### src/rtl/alu_uart_interface.sv
// Operand sequencer between uart_rx, a registered ALU and uart_tx.
// Collects A, B, OP bytes, waits out the ALU latency and offers the result byte.
module alu_uart_interface #(
  parameter int N_BITS  = 6,
  parameter int N_DATA  = 8,
  parameter int ALU_LAT = 1,
  parameter int TIMEOUT = 50000
) (
  input  logic              clock,
  input  logic              reset,
  input  logic [N_DATA-1:0] i_rx_data,
  input  logic              i_rx_valid,
  input  logic [N_BITS-1:0] i_res,
  output logic [N_BITS-1:0] o_A,
  output logic [N_BITS-1:0] o_B,
  output logic [N_BITS-1:0] o_OP,
  output logic [N_DATA-1:0] o_tx_data,
  output logic              o_tx_valid,
  input  logic              i_tx_ready,
  output logic              o_drop,
  output logic              o_timeout
);

  localparam int TW = $clog2(TIMEOUT + 2);
  localparam int EW = $clog2(ALU_LAT + 2);
  localparam logic [TW-1:0] TO_LAST = TW'((TIMEOUT > 0) ? (TIMEOUT - 1) : 0);
  localparam logic [EW-1:0] EX_LAST = EW'(ALU_LAT);

  typedef enum logic [2:0] {
    WAIT_A,
    WAIT_B,
    WAIT_OP,
    EXEC,
    SEND
  } state_t;

  state_t            state_q, state_d;
  logic [N_BITS-1:0] a_q, a_d;
  logic [N_BITS-1:0] b_q, b_d;
  logic [N_BITS-1:0] op_q, op_d;
  logic [N_DATA-1:0] tx_data_q, tx_data_d;
  logic              tx_valid_q, tx_valid_d;
  logic              drop_q, drop_d;
  logic              timeout_q, timeout_d;
  logic [TW-1:0]     tcnt_q, tcnt_d;
  logic [EW-1:0]     ecnt_q, ecnt_d;

  // Bytes wider than the ALU word are truncated; the high bits are deliberately unused.
  generate
    if (N_DATA > N_BITS) begin : g_rx_hi
      logic rx_hi_unused;
      assign rx_hi_unused = ^i_rx_data[N_DATA-1:N_BITS];
    end
  endgenerate

  always_ff @(posedge clock) begin
    if (reset) begin
      state_q    <= WAIT_A;
      a_q        <= '0;
      b_q        <= '0;
      op_q       <= '0;
      tx_data_q  <= '0;
      tx_valid_q <= 1'b0;
      drop_q     <= 1'b0;
      timeout_q  <= 1'b0;
      tcnt_q     <= '0;
      ecnt_q     <= '0;
    end else begin
      state_q    <= state_d;
      a_q        <= a_d;
      b_q        <= b_d;
      op_q       <= op_d;
      tx_data_q  <= tx_data_d;
      tx_valid_q <= tx_valid_d;
      drop_q     <= drop_d;
      timeout_q  <= timeout_d;
      tcnt_q     <= tcnt_d;
      ecnt_q     <= ecnt_d;
    end
  end

  always_comb begin
    state_d    = state_q;
    a_d        = a_q;
    b_d        = b_q;
    op_d       = op_q;
    tx_data_d  = tx_data_q;
    tx_valid_d = tx_valid_q;
    drop_d     = 1'b0;
    timeout_d  = 1'b0;
    tcnt_d     = tcnt_q;
    ecnt_d     = ecnt_q;

    case (state_q)
      WAIT_A: begin
        if (i_rx_valid) begin
          a_d     = i_rx_data[N_BITS-1:0];
          tcnt_d  = '0;
          state_d = WAIT_B;
        end
      end

      WAIT_B, WAIT_OP: begin
        // An arriving byte always beats an expiring timeout.
        if (i_rx_valid) begin
          tcnt_d = '0;
          if (state_q == WAIT_B) begin
            b_d     = i_rx_data[N_BITS-1:0];
            state_d = WAIT_OP;
          end else begin
            op_d    = i_rx_data[N_BITS-1:0];
            ecnt_d  = '0;
            state_d = EXEC;
          end
        end else if (TIMEOUT != 0) begin
          if (tcnt_q == TO_LAST) begin
            timeout_d = 1'b1;
            tcnt_d    = '0;
            state_d   = WAIT_A;
          end else begin
            tcnt_d = tcnt_q + TW'(1);
          end
        end
      end

      EXEC: begin
        drop_d = i_rx_valid;
        if (ecnt_q == EX_LAST) begin
          tx_data_d  = N_DATA'(i_res);
          tx_valid_d = 1'b1;
          state_d    = SEND;
        end else begin
          ecnt_d = ecnt_q + EW'(1);
        end
      end

      SEND: begin
        drop_d = i_rx_valid;
        if (i_tx_ready) begin
          tx_valid_d = 1'b0;
          state_d    = WAIT_A;
        end
      end

      default: state_d = WAIT_A;
    endcase
  end

  assign o_A        = a_q;
  assign o_B        = b_q;
  assign o_OP       = op_q;
  assign o_tx_data  = tx_data_q;
  assign o_tx_valid = tx_valid_q;
  assign o_drop     = drop_q;
  assign o_timeout  = timeout_q;

endmodule

### config.mk
export PLATFORM = sky130hd
export DESIGN_NAME = alu_uart_interface
export DESIGN_NICKNAME = d
export VERILOG_FILES = /design/src/rtl/alu_uart_interface.sv
export SDC_FILE = /design/constraint.sdc
export NUM_CORES = 1
export LEC_CHECK = 0
export CAP_MARGIN = 20
export CORE_MARGIN = 5
export CORE_UTILIZATION = 30
export CTS_BUF_LIST = sky130_fd_sc_hd__clkbuf_4 sky130_fd_sc_hd__clkbuf_8
export DETAILED_ROUTE_END_ITERATION = 16
export GPL_TIMING_DRIVEN = 1
export PLACE_DENSITY = 0.6
export SYNTH_ARGS = -nofsm -noshare
export SYNTH_HDL_FRONTEND = slang
export SYNTH_SLANG_ARGS = --single-unit
### constraint.sdc
create_clock -name clock -period 5 [get_ports clock]
set_input_delay 1 -clock clock [delete_from_list [all_inputs] [get_ports clock]]
set_output_delay 1 -clock clock [all_outputs]
set_load 0.02 [all_outputs]
==> out/metrics.yaml, run 1 <==
clock_network:
  clock_path_buffers: 2
  root_buffer: "clkbuf_8"
  clock_latency_ns: 0.30
  path_clk_slew_ns: 0.09
  cts_tree: "yes"
  cts.sinks: 48
  postCtsResizedCells: 0
  hold_buffers: 0
  cts_buffers: 5
  postCtsSetupRepairBufs: 0
  h-tree-depth: 2
finish:
  area.growth.synth_to_final_pct: 28.0
  stdcell_count: 350
  layout_common_cells: "dfxtp_1 (48), clkdlybuf4s50_1 (42), nor2_1 (36)"
  post_route_cells_drive_above_1_share: 0.0370
  utilization: 0.389
  num_antenna_cells: 0
  nets: 289
  layout_commonest_cell: "dfxtp_1"
  final_area_um2: 2620
drt:
  wl_per_cell_um: 12.5
  drc: 0
  postRouteAntennaNets: 0
  via_count: 1705
  dr.pass1.iters: 5
  via_per_inst: 4.87
  drtIter0Drc: 56
  wl_um: 4360
setup_path:
  crit_buf_inv: 2
  crit_chain: "clkdlybuf4s50_1, buf_4, or4_1, nor2_1, o21ai_0, a31oi_1"
  start_kind: "input port"
  max_stage_delay_ns: 0.66
  cp_slowest_cell: "nor2_1"
  crit_fanout: 37
  critPathKind: "in -> reg"
  cp.arrival_ns: 3.34
  critPathTopFamily: "simple AND/OR/NAND/NOR gates"
  required_ns: 5.23
  end_kind: "flip-flop"
timing:
  timing.hold.ws_ns: 0.480
  worst_slew_pin_slew_ns: 0.781
  fin_skew_ns: 0.00372
  final.period_utilization: 0.622
  relSlewSlack: 0.478
  max_freq_ghz: 0.321
  setup_tns_ns: 0
  drv_slew: 0
  setup_violations: 0
  rsz0062_at_grt: "no"
  min_period_ns: 3.11
  hold_viol_final: 0
floorplanning:
  ios: 47
  dieArea_um2: 8560
  die_h_um: 92.5
  initial_utilization: 0.304
  coreArea_um2: 6720
  rows: 30
  dieWidth_um: 92.5
pwr:
  combPwrFrac: 0.096
  swShare: 0.250
  power_leakage_uw: 0.00104
  p_int_uw: 534
  clkPwrFrac: 0.349
  p_sw_uw: 178
  powerDensity_nw_per_um2: 272
  seq_power_share: 0.554
  vdd_drop_max_uv: 140
placement:
  io_buffer_count: 42
  gp_congestion: 0.767
  postPlaceCellArea_um2: 2520
  place_inst: 342
  post-dp-hpwl_um: 3020
synthesis:
  synth_cell_types: 37
  synth_seq_area_share: 0.470
  ys.warnings.count: 0
  synth_cells: 230
  synth-seq-cells: 48
  syn_area_um2: 2040
  synth.avg_cell_area_um2: 8.88
global_routing:
  grt_max_degree: 38
  grt_pass1_wl_um: 7350
  grt_use_total: 0.104
  antenna_found_initial: 0
  grt_overflow: 0
  first_global_vias: 1605
worst_hold_path:
  hp-class: "reg -> reg"
flow_run:
  maxCapViolations: 0
outcome:
  status: "finished, final reports clean"
[Yosys cell counts, drive strengths merged]
cell type,count,area (um^2)
dfxtp,48,961
nor2,36,135
mux2i,25,250
o21ai,15,75.1
a21oi,12,60.1
nand2,10,37.5
nand3,9,45.0
a31oi,8,50.1
clkbuf,7,26.3
inv,7,26.3
buf,5,30.0
nand3b,4,30.0
and3,3,18.8
nand4,3,18.8
nor2b,3,18.8
nor3,3,15.0
nor3b,3,22.5
o31ai,3,22.5
or3,3,18.8
a21o,2,15.0
and2,2,12.5
and4,2,17.5
ha,2,25.0
nand2b,2,12.5
nor4bb,2,20.0
or2,2,12.5
a22oi,1,7.51
and3b,1,8.76
conb,1,3.75
nor4,1,6.26
nor4b,1,8.76
o22ai,1,6.26
or4,1,7.51
xnor2,1,8.76
xor2,1,8.76
[power groups by stage]
stage / logic (uW) / registers, uW / clock network [uW]
after floorplan: 34.0 / 408 / 0
after global placement: 69.0 / 403 / 0
after detailed placement: 68.9 / 403 / 0
after CTS: 69.3 / 395 / 257
after global routing: 75.8 / 396 / 273
final: 68.5 / 395 / 249
[state kept, by name, indices dropped and copies added, names as in the netlist]
| signal | count |
|---|---|
| ecnt_q | 2 |
| state_q | 3 |
| o_tx_valid | 1 |
| o_A | 6 |
| o_B | 6 |
| o_tx_data | 6 |
| tcnt_q | 16 |
| o_drop | 1 |
| o_OP | 6 |
| o_timeout | 1 |
[cell type report]
| type | instances | area, um^2 |
|---|---|---|
| fill | 671 | 4100 |
| clock inverter | 2 | 15.0 |
| sequential | 48 | 961 |
| tap | 80 | 100 |
| multi-input combinational | 164 | 1000 |
| clock buffer | 6 | 82.6 |
| timing repair buffer | 43 | 428 |
| inverter | 7 | 26.3 |
[worst reg2reg max path, delay by kind of cell, from the launching register on]
family / cells / cell delay, ns
XOR/XNOR: 1 / 0.12
AND/OR/NAND/NOR: 2 / 1.22
flip-flops: 1 / 0.56
AO/OA/AOI/OAI: 2 / 0.39
[through the flow]
stage | power (uW) | setup WS, ns
6_report | 712 | 1.89
5_1_grt | 745 | 1.70
4_1_cts | 721 | 1.90
3_5_place_dp | 472 | 1.59
3_3_place_gp | 472 | 1.59
2_1_floorplan | 442 | 2.42
[metal layers]
layer,share of wire,up-vias,track usage
li1,-,880,-
met1,0.48,770,0.139
met2,0.41,51,0.149
met3,0.10,4,0.0536
met4,0.0057,0,0.0223
met5,0,-,0
[kinds of logic (layout without fill, tap and decap cells)]
logic type / Yosys count / after routing / synth area share
xor gates and xnor gates: 2 / 2 / 0.00857
other: 1 / 2 / 0.00184
DFF: 48 / 48 / 0.470
adders and majority gates: 2 / 2 / 0.0122
AOI/OAI and AO/OA: 42 / 42 / 0.116
and+or+nand+nor: 91 / 91 / 0.228
buffers and inverters: 19 / 58 / 0.0404
muxes: 25 / 25 / 0.122
[final timing paths]
kind	startpoint	to	slack [ns]	cells after the start
worst max-delay path	reset	tcnt_q[5]	1.89	6
worst min-delay path	tcnt_q[15]	tcnt_q[15]	0.48	2
worst min register to register	tcnt_q[15]	tcnt_q[15]	0.48	2
worst max register to register	state_q[1]	tcnt_q[5]	2.66	5
(Power assumes the default switching activity.)
==> run 2: changes to the inputs <==
--- a/config.mk
+++ b/config.mk
@@ -11,7 +11,7 @@
 export CTS_BUF_LIST = sky130_fd_sc_hd__clkbuf_4 sky130_fd_sc_hd__clkbuf_8
 export DETAILED_ROUTE_END_ITERATION = 16
 export GPL_TIMING_DRIVEN = 1
-export PLACE_DENSITY = 0.6
+export PLACE_DENSITY = 0.62
 export SYNTH_ARGS = -nofsm -noshare
 export SYNTH_HDL_FRONTEND = slang
 export SYNTH_SLANG_ARGS = --single-unit
==> constraint.sdc (replaced) <==
create_clock -name clock -period 2.65 [get_ports clock]
set_input_delay 0.53 -clock clock [delete_from_list [all_inputs] [get_ports clock]]
set_output_delay 0.53 -clock clock [all_outputs]
set_load 0.02 [all_outputs]
==> run 2 against run 1 <==
Non-clock buffer count is 7 higher; power is 100% higher; die area stayed put; sequential share of layout area is 0.96 points lower; hold slack better by 0.0045 ns; global-route usage is 0.34 points higher; setup slack worse by 1.3 ns; combinational power is 100% higher; clock skew is 0.0047 ns higher; critical path type unchanged; clock power is 120% higher; register-to-register slack worse by 2.0 ns; core utilization is 1.0 points higher; largest cell class unchanged.
==> out/metrics.yaml, run 2 (synthesis gave the netlist of run 1 again) <==
pwr:
  vdd_drop_max_uv: 331
  p_total_uw: 1430
  power_leakage_uw: 0.00109
  powerDensity_nw_per_um2: 532
drt:
  dr.pass1.iters: 4
  drtIter0Drc: 42
  via_per_inst: 4.79
  postRouteAntennaNets: 0
  via_count: 1710
  wl_per_cell_um: 12.6
  wl_um: 4490
  drc: 0
timing:
  max_freq_ghz: 0.474
  fin_ws_ns: 0.542
  setup_tns_ns: 0
  final.period_utilization: 0.796
  setup_violations: 0
  hold_viol_final: 0
  fin_skew_ns: 0.00841
  rsz0062_at_grt: "no"
  timing.hold.ws_ns: 0.485
  drv_slew: 0
  min_period_ns: 2.11
clock_network:
  cts.sinks: 48
  postCtsResizedCells: 0
  root_buffer: "clkbuf_8"
  hold_buffers: 0
  cts_buffers: 5
  path_clk_slew_ns: 0.09
  h-tree-depth: 2
  cts_tree: "yes"
  clock_path_buffers: 2
  postCtsSetupRepairBufs: 0
  clock_latency_ns: 0.31
global_routing:
  first_global_vias: 1642
  grt_overflow: 0
  use_met1: 0.133
  grt_max_degree: 37
  grt_use_total: 0.108
  grt_pass1_wl_um: 7540
  busiest_layer: "met2"
  antenna_found_initial: 0
  grt_use_met3: 0.0439
  met2_usage: 0.168
setup_path:
  required_ns: 2.91
  crit_chain: "clkdlybuf4s50_1, or4_1, or2_1, buf_4, o21ai_0, a21o_1"
  end_kind: "flip-flop"
  crit_buf_inv: 2
  max_stage_delay_ns: 0.64
  crit_fanout: 7
  start_kind: "input port"
  cp_slowest_cell: "or4_1"
  critPathKind: "in -> reg"
  critPathTopFamily: "simple AND/OR/NAND/NOR gates"
  cp.arrival_ns: 2.36
finish:
  layout_common_cells: "dfxtp_1 (48), clkdlybuf4s50_1 (42), nor2_1 (36)"
  layout_commonest_cell: "dfxtp_1"
  n_fill_cell: 655
  nets: 296
  largest_register_ffs: 16
  area.growth.synth_to_final_pct: 31.5
  top_register: "tcnt_q"
  num_antenna_cells: 0
  post_route_cells_drive_above_1_share: 0.0614
floorplanning:
  coreArea_um2: 6720
  ios: 47
  dieWidth_um: 92.5
  dieArea_um2: 8560
  initial_utilization: 0.304
  die_h_um: 92.5
  rows: 30
flow_run:
  maxCapViolations: 0
outcome:
  status: "finished, final reports clean"
placement:
  post-dp-hpwl_um: 3070
  pre_cts_slack_ns: 0.214
  gp_congestion: 0.820
  io_buffer_count: 42
worst_hold_path:
  hp-class: "reg -> reg"
==> run 2: changes by cell type in the layout (fill, tap and decap cells not counted) <==
cell | before | now
clkinvlp_4 | 2 | 1
buf_4 | 1 | 8
clkbuf_8 | 6 | 5
bufinv_16 | 0 | 1
inv_6 | 0 | 1
==> run 2: final timing paths <==
| check | end | slack, ns | start | cells past startpoint |
|---|---|---|---|---|
| max | tcnt_q[14] | 0.54 | i_rx_valid | 6 |
| max reg2reg | tcnt_q[14] | 0.62 | state_q[1] | 6 |
| min | tcnt_q[15] | 0.48 | tcnt_q[15] | 2 |
| min reg2reg | tcnt_q[15] | 0.48 | tcnt_q[15] | 2 |
==> run 2: cell type report <==
cell class / instances / area (um^2) / area share
sequential: 48 / 961 / 0.358
clock inverter: 3 / 46.3 / 0.0172
clock buffer: 5 / 68.8 / 0.0256
inverter: 7 / 26.3 / 0.00978
tap: 80 / 100 / 0.0373
timing repair buffer: 50 / 480 / 0.179
multi-input combinational: 164 / 1000 / 0.374
==> run 2: through the flow <==
| step | util | std cells | cell area (um^2) |
|---|---|---|---|
| finish | 0.400 | 357 | 2690 |
| global route | 0.400 | 357 | 2690 |
| CTS | 0.400 | 357 | 2690 |
| detailed placement | 0.383 | 349 | 2570 |
| global placement | 0.383 | 349 | 2570 |
| floorplan | - | 231 | 2050 |
==> run 2: routing by layer <==
layer	share of wire	vias to the layer above
met1	0.48	773
met4	0.012	0
met5	0	-
li1	-	897
met3	0.078	5
met2	0.43	35
==> run 2: power breakdown <==
group          total, uW  internal, uW  leakage [uW]  switching, uW
clock network        546           284     0.0000548            262
registers            745           734      0.000388           10.6
logic                138          69.9      0.000645           68.6
total               1430          1090       0.00109            341
==> run 2: worst min-delay path: cells and delay by family, from the launching register on <==
kind                   cells  cell delay, ns
flip-flops                 1            0.33
AO/OA/AOI/OAI              1            0.07
buffers and inverters      1            0.05
==> edit 1, RTL diff (settings of run 2) <==
The 5 states of `state_t` get a one-hot encoding in 5 bits.
--- a/src/rtl/alu_uart_interface.sv
+++ b/src/rtl/alu_uart_interface.sv
@@ -27,10 +27,10 @@
   localparam logic [EW-1:0] EX_LAST = EW'(ALU_LAT);
 
-  typedef enum logic [2:0] {
-    WAIT_A,
-    WAIT_B,
-    WAIT_OP,
-    EXEC,
-    SEND
+  typedef enum logic [4:0] {
+    WAIT_A  = 5'b00001,
+    WAIT_B  = 5'b00010,
+    WAIT_OP = 5'b00100,
+    EXEC    = 5'b01000,
+    SEND    = 5'b10000
   } state_t;
 
Function: no difference found for any inputs over 10 cycles, from zero or initial values and one cycle with reset high; not proved beyond that.
==> edit 1 against run 2 <==
  * Utilization fell by 1.2 points
  * Worst setup slack got worse by 140 ps
  * Sequential power rose by 6.2%
  * Synthesized area rose by 13%
  * Count of clock-buffer cells in the layout rose by 1
  * Final area rose by 9.7%
  * Power rose by 5.7%
  * Register-to-register slack got worse by 220 ps
  * Sequential cell count rose by 2
  * Via count rose by 20%
  * Non-clock buffer count rose by 1
  * Routed wire length rose by 20%
  * Largest power group unchanged
==> edit 1: results (changes against run 2) <==
* Status: completed
* Synth warn at 0 (unchanged)
* Arrival time at the worst endpoint at 2490 ps (+130 ps)
* Layout Nets at 319 (+7.8%)
* Crit path launch: state_q[2]
* WL final at 5410 um (+20%)
* All-Layer GR Usage at 11.7% (+0.90 points)
* Drt pass-1 iters at 4 (unchanged)
* Vias in the first global route at 2078 (+27%)
* Largest net degree at the start of global routing at 24 (-35%)
* Cts repair resizes at 0 (unchanged)
* Tightest Pin Transition at 901 ps
* Layout cells sized above 1 at 8.67% (+2.5 points)
* First-pass GRT wire length at 9390 um (+25%)
* Largest cells by area after synthesis: dfxtp_1 43%, mux2i_1 7.8%, a21oi_1 4.1%
* # diodes at 0 (unchanged)
* CTS tree: done
* R2R depth at 5 (-1)
* Setup Buffers After CTS at 0 (unchanged)
* Area post-placement at 0.00285 mm2 (+11%)
* CTS Buf Count at 5 (unchanged)
* 1st-iter DRT viols at 67 (+60%)
* Level count of the clock H-tree at 2 (unchanged)
* Worst clock skew at 6.47 ps (-1.94 ps)
* Port bufs at 42 (unchanged)
* Clock-pin slew on the worst setup and hold paths at 100 ps
* VDD IR max at 255 uV (-23%)
* Async SR Flop Fraction at 0% (unchanged)
* Largest Register: tcnt_q
* Max reg flops at 16 (unchanged)
* Gp weighted congestion at 0.761 (-7.2%)
* HPWL after detailed placement at 3820 um (+25%)
* Max Root-Sink Buffers at 2 (unchanged)
* Reg2Reg Setup Slack at 400 ps (-220 ps)
* XOR/XNOR share of the synthesized area at 1.51% (+0.66 points)
* Worst-path maximum fanout at 12 (+5)
* Multiplexer share of the synthesized area at 7.78% (-4.5 points)
* Top cells by count, synth: 50 x dfxtp_1, 23 x nor2_1, 19 x a21oi_1
* CP Capture Point: tcnt_q[9]
* Fillers at 795 (+21%)
* Clock root cell: clkbuf_8
* Post-synthesis compound-gate area fraction at 15.1% (+3.5 points)
* Clock Latency Late Sink at 310 ps (about the same)
* Post-synth cell types at 53 (+43%)
* Worst Hold Class: reg -> reg
* Register area share after synthesis at 43.2% (-3.8 points)
* Initial antenna violation count at 0 (unchanged)
* Leakage at 1.10 nW (+1.2%)
* DR vias/cell at 5.10 (+6.4%)
* Fraction of the mapped netlist area in adder cells at 1.08% (-0.14 points)
## edit 1: worst min path at each step
| stage | from | to | slack, ps | cells after the start |
|---|---|---|---|---|
| after floorplan | ecnt_q[1] | ecnt_q[1] | 450 | 2 |
| after global placement | o_A[2] | o_A[2] | 440 | 2 |
| after detailed placement | o_A[5] | o_A[5] | 450 | 2 |
| after CTS | o_A[5] | o_A[5] | 460 | 2 |
| after global routing | o_A[5] | o_A[5] | 470 | 2 |
| final | o_A[5] | o_A[5] | 460 | 2 |
## edit 1: final cells by class
type | instances | area (um2) | share of cell area, %
clock inverter | 2 | 16.3 | 0.552
tap | 102 | 128 | 4.33
clock buffer | 6 | 82.6 | 2.80
sequential | 50 | 1000 | 34.0
inverter | 7 | 26.3 | 0.891
multi-input combinational | 184 | 1210 | 40.9
timing repair buffer | 51 | 488 | 16.6
## edit 1: critical path, stage by stage, from the launching register on
cell	delay, ps
dfxtp_1	620
nor4b_4	100
buf_4	190
a221oi_1	790
a21oi_1	280
a21oi_1	200
## edit 1: cell families after synthesis
family,count (synthesis)
AND/OR/NAND/NOR,104
AO/OA/AOI/OAI,54
flip-flops,50
buffers and inverters,23
multiplexers,18
XOR/XNOR,4
adder cells (fa/ha/maj),2
other,1
## edit 1: per-stage QoR
stage / hold WS (ps) / std cells / setup WS, ps
floorplan: 450 / 257 / 670
global placement: 441 / 394 / 135
detailed placement: 446 / 394 / 52.5
CTS: 460 / 402 / 327
global route: 474 / 402 / 134
finish: 457 / 402 / 401
## edit 1: power breakdown
| group | internal [mW] | total [mW] | leakage, nW | switching, mW |
|---|---|---|---|---|
| sequential | 0.768 | 0.791 | 0.404 | 0.0229 |
| combinational | 0.107 | 0.232 | 0.649 | 0.125 |
| clock | 0.215 | 0.487 | 0.0478 | 0.272 |
| total | 1.09 | 1.51 | 1.10 | 0.420 |
## edit 1: layer usage
layer	wire (um)	GRT usage (%)	share of wire, %	up-vias
met5	0	0	0	-
met4	73	4.05	1.3	0
met3	461	5.14	8.5	8
met2	2420	18.5	45	50
met1	2460	14.0	45	967
li1	-	-	-	1024
==> edit 2, RTL diff (flow settings as in run 2) <==
Made on the original files. Change the parameter `N_DATA` from 8 to 9.
--- a/src/rtl/alu_uart_interface.sv
+++ b/src/rtl/alu_uart_interface.sv
@@ -3,5 +3,5 @@
 module alu_uart_interface #(
   parameter int N_BITS  = 6,
-  parameter int N_DATA  = 8,
+  parameter int N_DATA  = 9,
   parameter int ALU_LAT = 1,
   parameter int TIMEOUT = 50000
Ports: changed (resized i_rx_data and o_tx_data); port bits go from 47 to 49. No check against the original RTL was run, so the function may have changed too.
==> edit 2 against run 2 <==
  * First-iteration DRC count rose by 100%
  * Final area increased by 0.56%
  * Sequential cell count stayed put
  * Final cell count up 0.28%
  * Synthesized area grew 0.37%
  * Worst setup slack improved by 93 ps
  * Power increased by 2.6%
  * Sequential share of layout area is 0.20 points lower
  * Routed wire length increased by 0.65%
  * Critical path type unchanged
==> edit 2: results (changes against run 2) <==
* Layout cells sized above 1 at 6.12% (-0.022 points)
* All-Layer GR Usage at 11.0% (+0.25 points)
* CTS Buf Count at 5 (unchanged)
* Register area share after synthesis at 46.9% (-0.17 points)
* Vias in the first global route at 1687 (+2.7%)
* Critical path's largest stage delay at 550 ps (-90 ps)
* Worst clock skew at 4.28 ps (-4.14 ps)
* Leakage at 1.10 nW (+1.1%)
* WL/cell at 12.6 um (+0.36%)
* Drt pass-1 iters at 4 (unchanged)
* Placement Setup Slack at 310 ps (+96.4 ps)
* Gp weighted congestion at 0.795 (-3.1%)
* Synth warn at 0 (unchanged)
* Layout Nets at 298 (+0.68%)
* Global route overflow at 0 (unchanged)
* RR Endpoint: tcnt_q[10]
* Worst-path maximum fanout at 5 (-2)
* Reg2Reg Setup Slack at 720 ps (+100 ps)
* DR vias/cell at 4.93 (+2.9%)
* HPWL after detailed placement at 3230 um (+5.4%)
* First-pass GRT wire length at 7690 um (+1.9%)
* Largest cells by area after synthesis: dfxtp_1 47%, mux2i_1 12%, nor2_1 6.6%
* VDD IR max at 333 uV (+0.68%)
* 1st-iter DRT viols at 84 (+100%)
* Post-synth cell types at 37 (unchanged)
* R2R depth at 6 (unchanged)
* Arrival time at the worst endpoint at 2270 ps (-90 ps)
* Status: completed
* Port bufs at 42 (unchanged)
[edit 2: area by class of cell]
class,instances,area [um2]
Clock buffer,7,96.3
Clock inverter,1,30.0
Fill cell,670,4020
Inverter,7,26.3
Multi-Input combinational cell,165,1010
Sequential cell,48,961
Tap cell,80,100
Timing Repair Buffer,50,480
[edit 2: cell families after synthesis]
kind of cell	Yosys count	synth area share, %
compound gates	42	11.5
mux	25	12.2
flops	48	46.9
simple gates	91	22.8
other cells	1	0.183
fa+ha+maj	2	1.22
buf+inv	20	4.39
xor+xnor	2	0.854
[edit 2: worst max path at each step]
stage / start / to / slack [ps] / depth (start not counted)
2_1_floorplan: reset / tcnt_q[15] / 540 / 7
3_3_place_gp: i_rx_valid / tcnt_q[10] / 320 / 6
3_5_place_dp: i_rx_valid / tcnt_q[15] / 310 / 5
4_1_cts: i_rx_valid / tcnt_q[15] / 620 / 5
5_1_grt: i_rx_valid / tcnt_q[10] / 510 / 6
6_report: i_rx_valid / tcnt_q[10] / 630 / 6
[edit 2: through the flow]
step	std cells	utilization (%)	total power [mW]	area, um2	hold slack (ps)
finish	358	40.2	1.47	2700	488
global route	358	40.2	1.53	2700	512
CTS	358	40.2	1.48	2700	496
detailed placement	350	38.3	0.901	2570	480
global placement	350	38.3	0.900	2570	464
floorplan	233	-	0.837	2060	446
[edit 2: where the power goes]
| part | leakage, nW | switching, mW | internal, mW |
|---|---|---|---|
| combinational | 0.648 | 0.0695 | 0.0690 |
| clock | 0.0645 | 0.250 | 0.333 |
| sequential | 0.388 | 0.0106 | 0.734 |
| total | 1.10 | 0.330 | 1.14 |
[edit 2: layer usage]
layer  global-route usage [%]  vias to the layer above  wire length [um]
met2                     17.3                       43              2010
met4                     4.40                        0                69
li1                         -                      898                 -
met3                     4.39                        7               384
met1                     13.4                      817              2060
met5                        0                        -                 0
[edit 2: critical path, delay by kind of cell]
family	cells	cell delay, ps
simple gates	2	860
buf+inv	2	610
compound gates	2	270
